File: config.mk
export PLATFORM = sky130hd
export DESIGN_NAME = elbeth_trap_ctrl_flat
export DESIGN_NICKNAME = d
export VERILOG_FILES = /design/src/rtl/elbeth_definitions.sv /design/src/rtl/elbeth_trap_ctrl_if.sv /design/src/rtl/elbeth_trap_drain_cnt.sv /design/src/rtl/elbeth_trap_ctrl.sv /design/src/flat_wrapper.sv
export SDC_FILE = /design/constraint.sdc
export NUM_CORES = 1
export LEC_CHECK = 0
export CAP_MARGIN = 20
export CORE_UTILIZATION = 40
export CTS_CLUSTER_DIAMETER = 50
export DETAILED_ROUTE_END_ITERATION = 8
export PLACE_DENSITY = 0.87
export SYNTH_ARGS = -nofsm -noshare
export SYNTH_HDL_FRONTEND = slang
export SYNTH_SLANG_ARGS = --single-unit
File: constraint.sdc
create_clock -name clk -period 4.2 [get_ports clk]
set_input_delay 0.42 -clock clk [delete_from_list [all_inputs] [get_ports clk]]
set_output_delay 0.42 -clock clk [all_outputs]
set_load 0.01 [all_outputs]
File: src/rtl/elbeth_definitions.sv
// Shared trap-controller encodings: FSM states, trap kinds and exception codes.
// Pure constants; no timing or flow control.
package elbeth_definitions;

    localparam logic [2:0] ST_IDLE     = 3'd0;
    localparam logic [2:0] ST_DRAIN    = 3'd1;
    localparam logic [2:0] ST_SAVE     = 3'd2;
    localparam logic [2:0] ST_CAUSE    = 3'd3;
    localparam logic [2:0] ST_RESTORE  = 3'd4;
    localparam logic [2:0] ST_REDIRECT = 3'd5;

    localparam logic [1:0] KIND_EXC  = 2'd0;
    localparam logic [1:0] KIND_ERET = 2'd1;
    localparam logic [1:0] KIND_IRQ  = 2'd2;

    localparam logic [3:0] ECODE_ILLEGAL_INST = 4'd2;
    localparam logic [3:0] ECODE_ECALL_M      = 4'd11;
    localparam logic [3:0] ECODE_M_EXT_INT    = 4'd11;

    // mcause MSB flags an interrupt rather than a synchronous exception
    localparam int CAUSE_INT_BIT = 31;

endpackage

File: src/rtl/elbeth_trap_ctrl_if.sv
// Pipeline/CSR-facing signal bundle of the trap controller.
// slave = the controller, master = the pipeline and CSR file around it.
interface elbeth_trap_ctrl_if #(
    parameter int XLEN = 32
);
    logic            id_valid;
    logic            id_except;
    logic [3:0]      id_except_src;
    logic            id_eret;
    logic [XLEN-1:0] id_pc;
    logic            irq;
    logic            csr_mie;
    logic [XLEN-1:0] csr_mtvec;
    logic [XLEN-1:0] csr_mepc;
    logic            ex_busy;
    logic            stall_if;
    logic            stall_id;
    logic            flush_id;
    logic            flush_if;
    logic            pc_redirect;
    logic [XLEN-1:0] pc_target;
    logic            csr_epc_we;
    logic [XLEN-1:0] csr_epc_wdata;
    logic            csr_cause_we;
    logic [XLEN-1:0] csr_cause_wdata;
    logic            prv_push;
    logic            prv_pop;
    logic            trap_busy;

    modport slave (
        input  id_valid, id_except, id_except_src, id_eret, id_pc, irq, csr_mie,
               csr_mtvec, csr_mepc, ex_busy,
        output stall_if, stall_id, flush_id, flush_if, pc_redirect, pc_target,
               csr_epc_we, csr_epc_wdata, csr_cause_we, csr_cause_wdata,
               prv_push, prv_pop, trap_busy
    );

    modport master (
        output id_valid, id_except, id_except_src, id_eret, id_pc, irq, csr_mie,
               csr_mtvec, csr_mepc, ex_busy,
        input  stall_if, stall_id, flush_id, flush_if, pc_redirect, pc_target,
               csr_epc_we, csr_epc_wdata, csr_cause_we, csr_cause_wdata,
               prv_push, prv_pop, trap_busy
    );
endinterface

File: src/rtl/elbeth_trap_drain_cnt.sv
// Saturating 4-bit drain counter; done rises once MAX drain cycles have been spent.
// Registered count, combinational done; no backpressure.
module elbeth_trap_drain_cnt #(
    parameter int MAX = 15
) (
    input  logic clk,
    input  logic rst,
    input  logic clr,
    input  logic en,
    output logic done
);
    localparam logic [3:0] MAX_V = 4'(MAX);

    logic [3:0] cnt_q, cnt_d;

    always_comb begin
        cnt_d = cnt_q;
        if (clr)
            cnt_d = '0;
        else if (en && (cnt_q != MAX_V))
            cnt_d = cnt_q + 4'd1;
    end

    always_ff @(posedge clk or negedge rst) begin
        if (!rst)
            cnt_q <= '0;
        else
            cnt_q <= cnt_d;
    end

    // The count reaches MAX on the edge that leaves DRAIN, so MAX cycles are spent there.
    assign done = (cnt_q >= (MAX_V - 4'd1));
endmodule

File: src/rtl/elbeth_trap_ctrl.sv
// Trap/eret sequencer: drain EX, write mepc/mcause, push/pop privilege, redirect PC.
// Redirect 4 cycles after an exception (3 for eret) with EX idle; IF/ID held while busy.
module elbeth_trap_ctrl
    import elbeth_definitions::*;
#(
    parameter int XLEN      = 32,
    parameter int DRAIN_MAX = 15
) (
    input  logic              clk,
    input  logic              rst,
    elbeth_trap_ctrl_if.slave bus
);
    logic [2:0]      state_q, state_d;
    logic [1:0]      kind_q, kind_d;
    logic [XLEN-1:0] pc_q, pc_d;
    logic [XLEN-1:0] cause_q, cause_d;
    logic [XLEN-1:0] target_q, target_d;
    logic            trigger, cnt_clr, cnt_en, drain_done;

    // Gated with rst so every output is low while reset is held
    assign trigger = rst && (state_q == ST_IDLE) && bus.id_valid &&
                     (bus.id_except || bus.id_eret || (bus.irq && bus.csr_mie));

    always_comb begin
        state_d  = state_q;
        kind_d   = kind_q;
        pc_d     = pc_q;
        cause_d  = cause_q;
        target_d = target_q;
        cnt_clr  = 1'b0;
        cnt_en   = 1'b0;
        bus.stall_if        = trigger || (state_q != ST_IDLE);
        bus.stall_id        = trigger || (state_q != ST_IDLE);
        bus.trap_busy       = (state_q != ST_IDLE);
        bus.flush_id        = 1'b0;
        bus.flush_if        = 1'b0;
        bus.pc_redirect     = 1'b0;
        bus.pc_target       = '0;
        bus.csr_epc_we      = 1'b0;
        bus.csr_epc_wdata   = '0;
        bus.csr_cause_we    = 1'b0;
        bus.csr_cause_wdata = '0;
        bus.prv_push        = 1'b0;
        bus.prv_pop         = 1'b0;
        case (state_q)
            ST_IDLE: begin
                if (trigger) begin
                    bus.flush_id = 1'b1;
                    pc_d         = bus.id_pc;
                    cnt_clr      = 1'b1;
                    state_d      = ST_DRAIN;
                    cause_d      = '0;
                    if (bus.id_except) begin
                        kind_d       = KIND_EXC;
                        cause_d[3:0] = bus.id_except_src;
                    end else if (bus.id_eret) begin
                        kind_d = KIND_ERET;
                    end else begin
                        kind_d                 = KIND_IRQ;
                        cause_d[3:0]           = ECODE_M_EXT_INT;
                        cause_d[CAUSE_INT_BIT] = 1'b1;
                    end
                end
            end
            ST_DRAIN: begin
                cnt_en = 1'b1;
                if (!bus.ex_busy || drain_done)
                    state_d = (kind_q == KIND_ERET) ? ST_RESTORE : ST_SAVE;
            end
            ST_SAVE: begin
                bus.csr_epc_we    = 1'b1;
                bus.csr_epc_wdata = pc_q;
                state_d           = ST_CAUSE;
            end
            ST_CAUSE: begin
                bus.csr_cause_we    = 1'b1;
                bus.csr_cause_wdata = cause_q;
                bus.prv_push        = 1'b1;
                target_d            = bus.csr_mtvec;
                state_d             = ST_REDIRECT;
            end
            ST_RESTORE: begin
                bus.prv_pop = 1'b1;
                target_d    = bus.csr_mepc;
                state_d     = ST_REDIRECT;
            end
            ST_REDIRECT: begin
                bus.pc_redirect = 1'b1;
                bus.flush_if    = 1'b1;
                bus.flush_id    = 1'b1;
                bus.pc_target   = target_q;
                state_d         = ST_IDLE;
            end
            default: state_d = ST_IDLE;
        endcase
    end

    always_ff @(posedge clk or negedge rst) begin
        if (!rst) begin
            state_q  <= ST_IDLE;
            kind_q   <= KIND_EXC;
            pc_q     <= '0;
            cause_q  <= '0;
            target_q <= '0;
        end else begin
            state_q  <= state_d;
            kind_q   <= kind_d;
            pc_q     <= pc_d;
            cause_q  <= cause_d;
            target_q <= target_d;
        end
    end

    elbeth_trap_drain_cnt #(.MAX(DRAIN_MAX)) u_drain_cnt (
        .clk  (clk),
        .rst  (rst),
        .clr  (cnt_clr),
        .en   (cnt_en),
        .done (drain_done)
    );
endmodule

File: src/flat_wrapper.sv
// flat-port wrapper written by rule: the top's interface ports become plain ports
module elbeth_trap_ctrl_flat import elbeth_definitions::*;
#(
    parameter int XLEN      = 32,
    parameter int DRAIN_MAX = 15
)
  (clk, rst, bus_id_valid, bus_id_except, bus_id_except_src, bus_id_eret, bus_id_pc, bus_irq, bus_csr_mie, bus_csr_mtvec, bus_csr_mepc, bus_ex_busy, bus_stall_if, bus_stall_id, bus_flush_id, bus_flush_if, bus_pc_redirect, bus_pc_target, bus_csr_epc_we, bus_csr_epc_wdata, bus_csr_cause_we, bus_csr_cause_wdata, bus_prv_push, bus_prv_pop, bus_trap_busy);
  elbeth_trap_ctrl_if #(.XLEN(XLEN)) bus_i ();
  input  logic clk;
  input  logic rst;
  input wire logic [$bits(bus_i.id_valid)-1:0] bus_id_valid;
  input wire logic [$bits(bus_i.id_except)-1:0] bus_id_except;
  input wire logic [$bits(bus_i.id_except_src)-1:0] bus_id_except_src;
  input wire logic [$bits(bus_i.id_eret)-1:0] bus_id_eret;
  input wire logic [$bits(bus_i.id_pc)-1:0] bus_id_pc;
  input wire logic [$bits(bus_i.irq)-1:0] bus_irq;
  input wire logic [$bits(bus_i.csr_mie)-1:0] bus_csr_mie;
  input wire logic [$bits(bus_i.csr_mtvec)-1:0] bus_csr_mtvec;
  input wire logic [$bits(bus_i.csr_mepc)-1:0] bus_csr_mepc;
  input wire logic [$bits(bus_i.ex_busy)-1:0] bus_ex_busy;
  output wire logic [$bits(bus_i.stall_if)-1:0] bus_stall_if;
  output wire logic [$bits(bus_i.stall_id)-1:0] bus_stall_id;
  output wire logic [$bits(bus_i.flush_id)-1:0] bus_flush_id;
  output wire logic [$bits(bus_i.flush_if)-1:0] bus_flush_if;
  output wire logic [$bits(bus_i.pc_redirect)-1:0] bus_pc_redirect;
  output wire logic [$bits(bus_i.pc_target)-1:0] bus_pc_target;
  output wire logic [$bits(bus_i.csr_epc_we)-1:0] bus_csr_epc_we;
  output wire logic [$bits(bus_i.csr_epc_wdata)-1:0] bus_csr_epc_wdata;
  output wire logic [$bits(bus_i.csr_cause_we)-1:0] bus_csr_cause_we;
  output wire logic [$bits(bus_i.csr_cause_wdata)-1:0] bus_csr_cause_wdata;
  output wire logic [$bits(bus_i.prv_push)-1:0] bus_prv_push;
  output wire logic [$bits(bus_i.prv_pop)-1:0] bus_prv_pop;
  output wire logic [$bits(bus_i.trap_busy)-1:0] bus_trap_busy;
  assign bus_i.id_valid = bus_id_valid;
  assign bus_i.id_except = bus_id_except;
  assign bus_i.id_except_src = bus_id_except_src;
  assign bus_i.id_eret = bus_id_eret;
  assign bus_i.id_pc = bus_id_pc;
  assign bus_i.irq = bus_irq;
  assign bus_i.csr_mie = bus_csr_mie;
  assign bus_i.csr_mtvec = bus_csr_mtvec;
  assign bus_i.csr_mepc = bus_csr_mepc;
  assign bus_i.ex_busy = bus_ex_busy;
  assign bus_stall_if = bus_i.stall_if;
  assign bus_stall_id = bus_i.stall_id;
  assign bus_flush_id = bus_i.flush_id;
  assign bus_flush_if = bus_i.flush_if;
  assign bus_pc_redirect = bus_i.pc_redirect;
  assign bus_pc_target = bus_i.pc_target;
  assign bus_csr_epc_we = bus_i.csr_epc_we;
  assign bus_csr_epc_wdata = bus_i.csr_epc_wdata;
  assign bus_csr_cause_we = bus_i.csr_cause_we;
  assign bus_csr_cause_wdata = bus_i.csr_cause_wdata;
  assign bus_prv_push = bus_i.prv_push;
  assign bus_prv_pop = bus_i.prv_pop;
  assign bus_trap_busy = bus_i.trap_busy;
  elbeth_trap_ctrl #(.XLEN(XLEN), .DRAIN_MAX(DRAIN_MAX)) u_core (.clk(clk), .rst(rst), .bus(bus_i));
endmodule
==> out/qor.txt, run 1 <==
post-placement cell count = 691
gp weighted congestion = 0.803
total number of H-tree levels = 3
Die ar. = 0.0110 mm2
post_cts resized = 0
fin crit period = 2.91 ns
Mapped Area = 0.00422 mm2
Antenna Nets Post-Route = 0
Lkg Pwr = 2.96 nW
layout cells sized above 1 = 0.107
initial antenna violation count = 0
RSZ-0062 raised after global routing = false
pre-CTS setup slack = 1.24 ns
count of input and output buffers = 186
crit end category = primary output
total grt overflow = 0
max-cap viol count = 0
DP Wirelength = 7690 um
total track usage = 0.192
die height = 105 um
area grow syn2layout = 48.3%
Slew Limit Fails = 0
crit path DAT = 2.49 ns
routed vias = 3,467
critical path required time = 3.78 ns
slew margin rel. = 0.522
Site Rows = 37
Post-Route WL = 10,700 um
post-route non-filler standard cell count = 708
post-synthesis sequential area ratio = 0.457
Syn Inst Count = 394
setup violators final = 0
crit path setup slack, layout = 1.29 ns
setup TNS = 0 ns
Tcrit/Tclk final = 0.692
via/cell ratio = 4.90
routed len/inst = 15.1 um
critical path class = reg2out
drt pass-1 iters = 4
Nets = 677
synth warn = 0
CORE AREA = 0.0103 mm2
clock buffer depth = 2
Initial Util = 0.410
clk root buf = clkbuf_8
fin util = 0.608
largest net degree at the start of global routing = 66
Final Skew = 0.0148 ns
final-report hold violation count = 0
Synth async-reset ratio = 1.00
CTS Buf Count = 9
crit path launch type = register
worst vdd ir = 0.000241 V
global-route wire length before repair = 16,700 um
DRC = 0
Ports = 214
Worst Path Max Fanout = 65
status = finished clean
Yosys cell types = 38
Yosys reg bits = 77
Worst-Skew Late Latency = 0.35 ns
hold_buf cts = 0
DRT iter0 DRCs = 100
post-CTS setup buffers = 0
CTS tree = built
FMAX = 344 MHz
HP Class = in2async
die width = 105 um
power per cell area = 560 mW/mm2
Clk pin slew, worst setup/hold paths = 0.08 ns
antenna diode count = 0
Synth Flop Type = dfrtp_1
vias in the first global route = 3,378
syn avg cell area = 10.7 um2
CTS sink cnt = 77
EDFF count, synth = 0
slew at the pin closest to its max-slew limit = 0.717 ns
[per-stage QoR]
| stage | cell area [um2] | total power, W | hold slack (ns) |
|---|---|---|---|
| 2_1_floorplan | 4310 | 0.00227 | 0.124 |
| 3_3_place_gp | 5990 | 0.00277 | 0.409 |
| 3_5_place_dp | 5990 | 0.00284 | 0.419 |
| 4_1_cts | 6230 | 0.00350 | 0.0356 |
| 5_1_grt | 6250 | 0.00372 | 0.0489 |
| 6_report | 6250 | 0.00350 | 0.0326 |
[where the power goes]
part           switching (W)  internal, W  total (W)
registers           0.000203      0.00111    0.00131
logic               0.000665     0.000880    0.00155
clock network       0.000287     0.000356   0.000643
[critical path: stages, from the launching register on]
cell,delay [ns]
dfrtp_1,0.46
buf_16,0.21
or3b_2,0.45
buf_4,0.31
inv_1,0.15
clkdlybuf4s50_1,0.55
[routing by layer]
layer  GRT usage  wire [um]  up-vias
met2       0.339       5490      155
met5           0          0        -
li1            -          -     1627
met1       0.233       4410     1668
met3      0.0430        628       17
met4      0.0584        160        0
[sequential cells by signal, indices dropped and copies added (netlist names)]
name / flops
u_core.state_q: 3
u_core.cause_q: 4
u_core.pc_q: 32
u_core.u_drain_cnt.cnt_q: 4
u_core.target_q: 32
u_core.kind_q: 2
[cells by family (layout without fill, tap and decap cells)]
family          Yosys count  after routing  synth area share
simple gates            126            126             0.166
compound gates           48             48            0.0620
mux                      70             70             0.203
other cells               1             27          0.000889
buf+inv                  70            222             0.106
flops                    77             77             0.457
fa+ha+maj                 2              2           0.00593
[worst paths after layout]
path / from / endpoint / slack (ns) / cells after the start
max: u_core.state_q[2]$_DFFE_PN0P_ / bus_prv_pop / 1.29 / 5
min: rst / u_core.pc_q[25]$_DFFE_PN0P_ / 0.03 / 1
max reg2reg: u_core.state_q[2]$_DFFE_PN0P_ / u_core.pc_q[0]$_DFFE_PN0P_ / 1.86 / 5
min reg2reg: u_core.pc_q[0]$_DFFE_PN0P_ / u_core.pc_q[0]$_DFFE_PN0P_ / 0.51 / 1
max in group asynchronous: rst / u_core.target_q[13]$_DFFE_PN0P_ / 3.27 / 2
min in group clk: u_core.pc_q[0]$_DFFE_PN0P_ / u_core.pc_q[0]$_DFFE_PN0P_ / 0.51 / 1
[Yosys cell counts, types with 2 or more instances]
cell      number  area, um2
nor3_1         2       10.0
buf_12         3       60.1
mux2i_1       37        370
mux2_4        30        450
a211o_1        2       17.5
dfrtp_1       77       1930
inv_1         13       48.8
nand2b_1       3       18.8
o21ai_0        3       15.0
or3_1          2       12.5
buf_4         30        225
nor2_1        40        150
mux2_2         3       33.8
and3_1        33        206
ha_1           2       25.0
buf_2          6       30.0
buf_6          2       22.5
and2_1        34        213
clkbuf_1      15       56.3
a31oi_1        2       12.5
a21oi_1       38        190
[cell type report]
type / instances / area [um2]
Clock inverter: 6 / 93.8
Clock buffer: 10 / 138
Tap cell: 136 / 170
Timing Repair Buffer: 193 / 1930
Sequential cell: 77 / 1930
Fill cell: 808 / 4020
Inverter: 13 / 48.8
Multi-Input combinational cell: 273 / 1940
[layout by cell type (no fill, tap or decap), types with 2 or more instances in the layout]
cell type / count
mux2_4: 30
mux2_2: 3
ha_1: 2
mux2i_1: 37
inv_6: 2
a211o_1: 2
o21ai_0: 3
or3_1: 2
bufinv_16: 2
dfrtp_1: 77
inv_1: 13
and2_1: 34
clkdlybuf4s50_1: 185
and3_1: 33
nand2b_1: 3
conb_1: 27
buf_4: 7
a31oi_1: 2
clkbuf_8: 10
nor3_1: 2
nor2_1: 40
a21oi_1: 38
(Power assumes the default switching activity.)
==> run 2, diff against run 1 <==
clock period = 3 ns   (was 4.2 ns; I/O delays follow)
==> run 2 against run 1 <==
Sequential share of layout area increased by 0.31 points; clock power is 15% higher; final area shrank 0.98%; register-to-register slack worse by 0.98 ns; total power grew 35%; die area stayed put; clock-buffer cell count decreased by 1; final cell count grew 0.14%; routed wire length rose by 1.6%; first-iteration DRC count decreased by 23%; largest cell class unchanged.
==> out/qor.txt, run 2 (same netlist as run 1, synthesis figures left out) <==
Die ar. = 0.0110 mm2 (unchanged)
Buf+Inv Stages, Crit Path = 2 (-2)
final-report hold violation count = 0 (unchanged)
post_cts resized = 0 (unchanged)
global-route wire length before repair = 17,300 um (+3.5%)
antenna diode count = 0 (unchanged)
DRC = 0 (unchanged)
Lkg Pwr = 2.93 nW (-1.3%)
area grow syn2layout = 46.9%
Post-Route WL = 10,900 um (+1.6%)
CTS sink cnt = 77 (unchanged)
die height = 105 um (unchanged)
fin crit period = 2.47 ns
routed vias = 3,451 (-0.46%)
die width = 105 um (unchanged)
Clk pin slew, worst setup/hold paths = 0.08 ns (about the same)
slew margin rel. = 0.425 (-0.0975)
power per cell area = 762 mW/mm2 (+36%)
reg2reg start = u_core.state_q[2]$_DFFE_PN0P_
RSZ-0062 raised after global routing = false
max-cap viol count = 0 (unchanged)
hold slack = 0.322 ns (+0.290 ns)
count of input and output buffers = 186 (unchanged)
Pwr Total = 0.00472 W (+35%)
Tcrit/Tclk final = 0.823
CTS Buf Count = 9 (unchanged)
Final Skew = 0.0164 ns (+0.00157 ns)
worst vdd ir = 0.000369 V (+53%)
total track usage = 0.200 (+0.00758)
largest net degree at the start of global routing = 69 (+4.5%)
Antenna Nets Post-Route = 0 (unchanged)
vias in the first global route = 3,529 (+4.5%)
slew at the pin closest to its max-slew limit = 0.863 ns (+0.146 ns)
largest registers = u_core.pc_q: 32 flops, u_core.target_q: 32 flops
Slew Limit Fails = 0 (unchanged)
multi-input logic area = 0.00194 mm2 (unchanged)
routed len/inst = 15.3 um (+1.4%)
crit path setup slack, layout = 0.531 ns (-0.762 ns)
clk root buf = clkbuf_8
via/cell ratio = 4.87 (-0.60%)
DP Wirelength = 7800 um (+1.5%)
R2R cell count = 4 (-1)
post-route non-filler standard cell count = 709 (+0.14%)
clock buffer depth = 2 (unchanged)
critical path required time = 2.70 ns (-1.08 ns)
highest-delay cell along the critical path = clkdlybuf4s50_1
setup violators final = 0 (unchanged)
Filler Cell Count = 883 (+9.3%)
crit path DAT = 2.17 ns (-0.32 ns)
layout cells sized above 1 = 0.106 (-0.000186)
pre-CTS setup slack = 0.565 ns (-0.677 ns)
CP endpoint = bus_pc_target[22]
post-placement cell count = 692 (+0.14%)
Worst-Skew Late Latency = 0.35 ns (about the same)
most frequent cells in the layout = clkdlybuf4s50_1 (185), dfrtp_1 (77), nor2_1 (40)
commonest non-fill, non-tap cell in the layout = clkdlybuf4s50_1
Ports = 214 (unchanged)
HP Class = in2async
gp weighted congestion = 0.806 (+0.37%)
Reg area = 0.00193 mm2 (unchanged)
total grt overflow = 0 (unchanged)
Worst Path Max Fanout = 35 (-46%)
DRT iter0 DRCs = 77 (-23%)
Initial Util = 0.410 (unchanged)
total number of H-tree levels = 3 (unchanged)
critical path class = reg2out
Critical Path Stages = 4 (-1)
CP delay by family, top = buffers and inverters
setup TNS = 0 ns (unchanged)
CP max stage delay = 0.55 ns (about the same)
Reg2Reg Capture Point = u_core.pc_q[0]$_DFFE_PN0P_
drt pass-1 iters = 4 (unchanged)
critical path, cell by cell = nor2b_2, buf_4, and3_1, clkdlybuf4s50_1
CORE AREA = 0.0103 mm2 (unchanged)
CTS tree = built
Nets = 678 (+0.15%)
CP Launch Point = u_core.state_q[0]$_DFFE_PN0P_
crit end category = primary output
status = finished clean
FMAX = 405 MHz
Site Rows = 37 (unchanged)
initial antenna violation count = 0 (unchanged)
crit path launch type = register
worst reg2reg setup slack = 0.88 ns (-0.98 ns)
## run 2: how the worst min path moves through the flow
stage,startpoint,slack (ns),end,cells past startpoint
after floorplan,rst,0.004,u_core.cause_q[0]$_DFFE_PN0P_,0
after global placement,rst,0.14,u_core.state_q[0]$_DFFE_PN0P_,1
after detailed placement,rst,0.14,u_core.state_q[0]$_DFFE_PN0P_,1
after CTS,rst,0.31,u_core.state_q[0]$_DFFE_PN0P_,2
after global routing,rst,0.30,u_core.state_q[0]$_DFFE_PN0P_,2
final,rst,0.32,u_core.state_q[0]$_DFFE_PN0P_,2
## run 2: timing repair
item	4_1_cts	5_1_grt
hold endpoints to repair	9	0
buffers inserted	0	0
hold buffers	1	0
## run 2: routing by layer
| layer | track usage | part of all wire |
|---|---|---|
| met4 | 0.0634 | 0.018 |
| met5 | 0 | 0 |
| met1 | 0.227 | 0.40 |
| met2 | 0.366 | 0.52 |
| met3 | 0.0493 | 0.063 |
## run 2: final cells by class
| class | count | share of cell area |
|---|---|---|
| inverter | 13 | 0.00788 |
| multi-input combinational | 273 | 0.314 |
| tap | 136 | 0.0275 |
| clock inverter | 7 | 0.00909 |
| clock buffer | 9 | 0.0200 |
| timing repair buffer | 194 | 0.310 |
| sequential | 77 | 0.311 |
## run 2: where the power goes
group	switching (W)	internal [W]	total, W
clock	0.000428	0.000309	0.000738
sequential	0.000295	0.00155	0.00185
combinational	0.000922	0.00121	0.00213
total	0.00164	0.00307	0.00472
## run 2: worst register-to-register path, delay by kind of cell (launching register included)
family,cells,cell delay [ns]
DFF,1,0.47
buffers and inverters,1,0.58
and+or+nand+nor,2,0.53
muxes,1,0.43
## run 2: metrics by stage
| step | area, um2 | utilization |
|---|---|---|
| after floorplan | 4310 | - |
| after global placement | 6000 | 0.584 |
| after detailed placement | 6000 | 0.584 |
| after CTS | 6190 | 0.603 |
| after global routing | 6190 | 0.603 |
| final | 6190 | 0.603 |
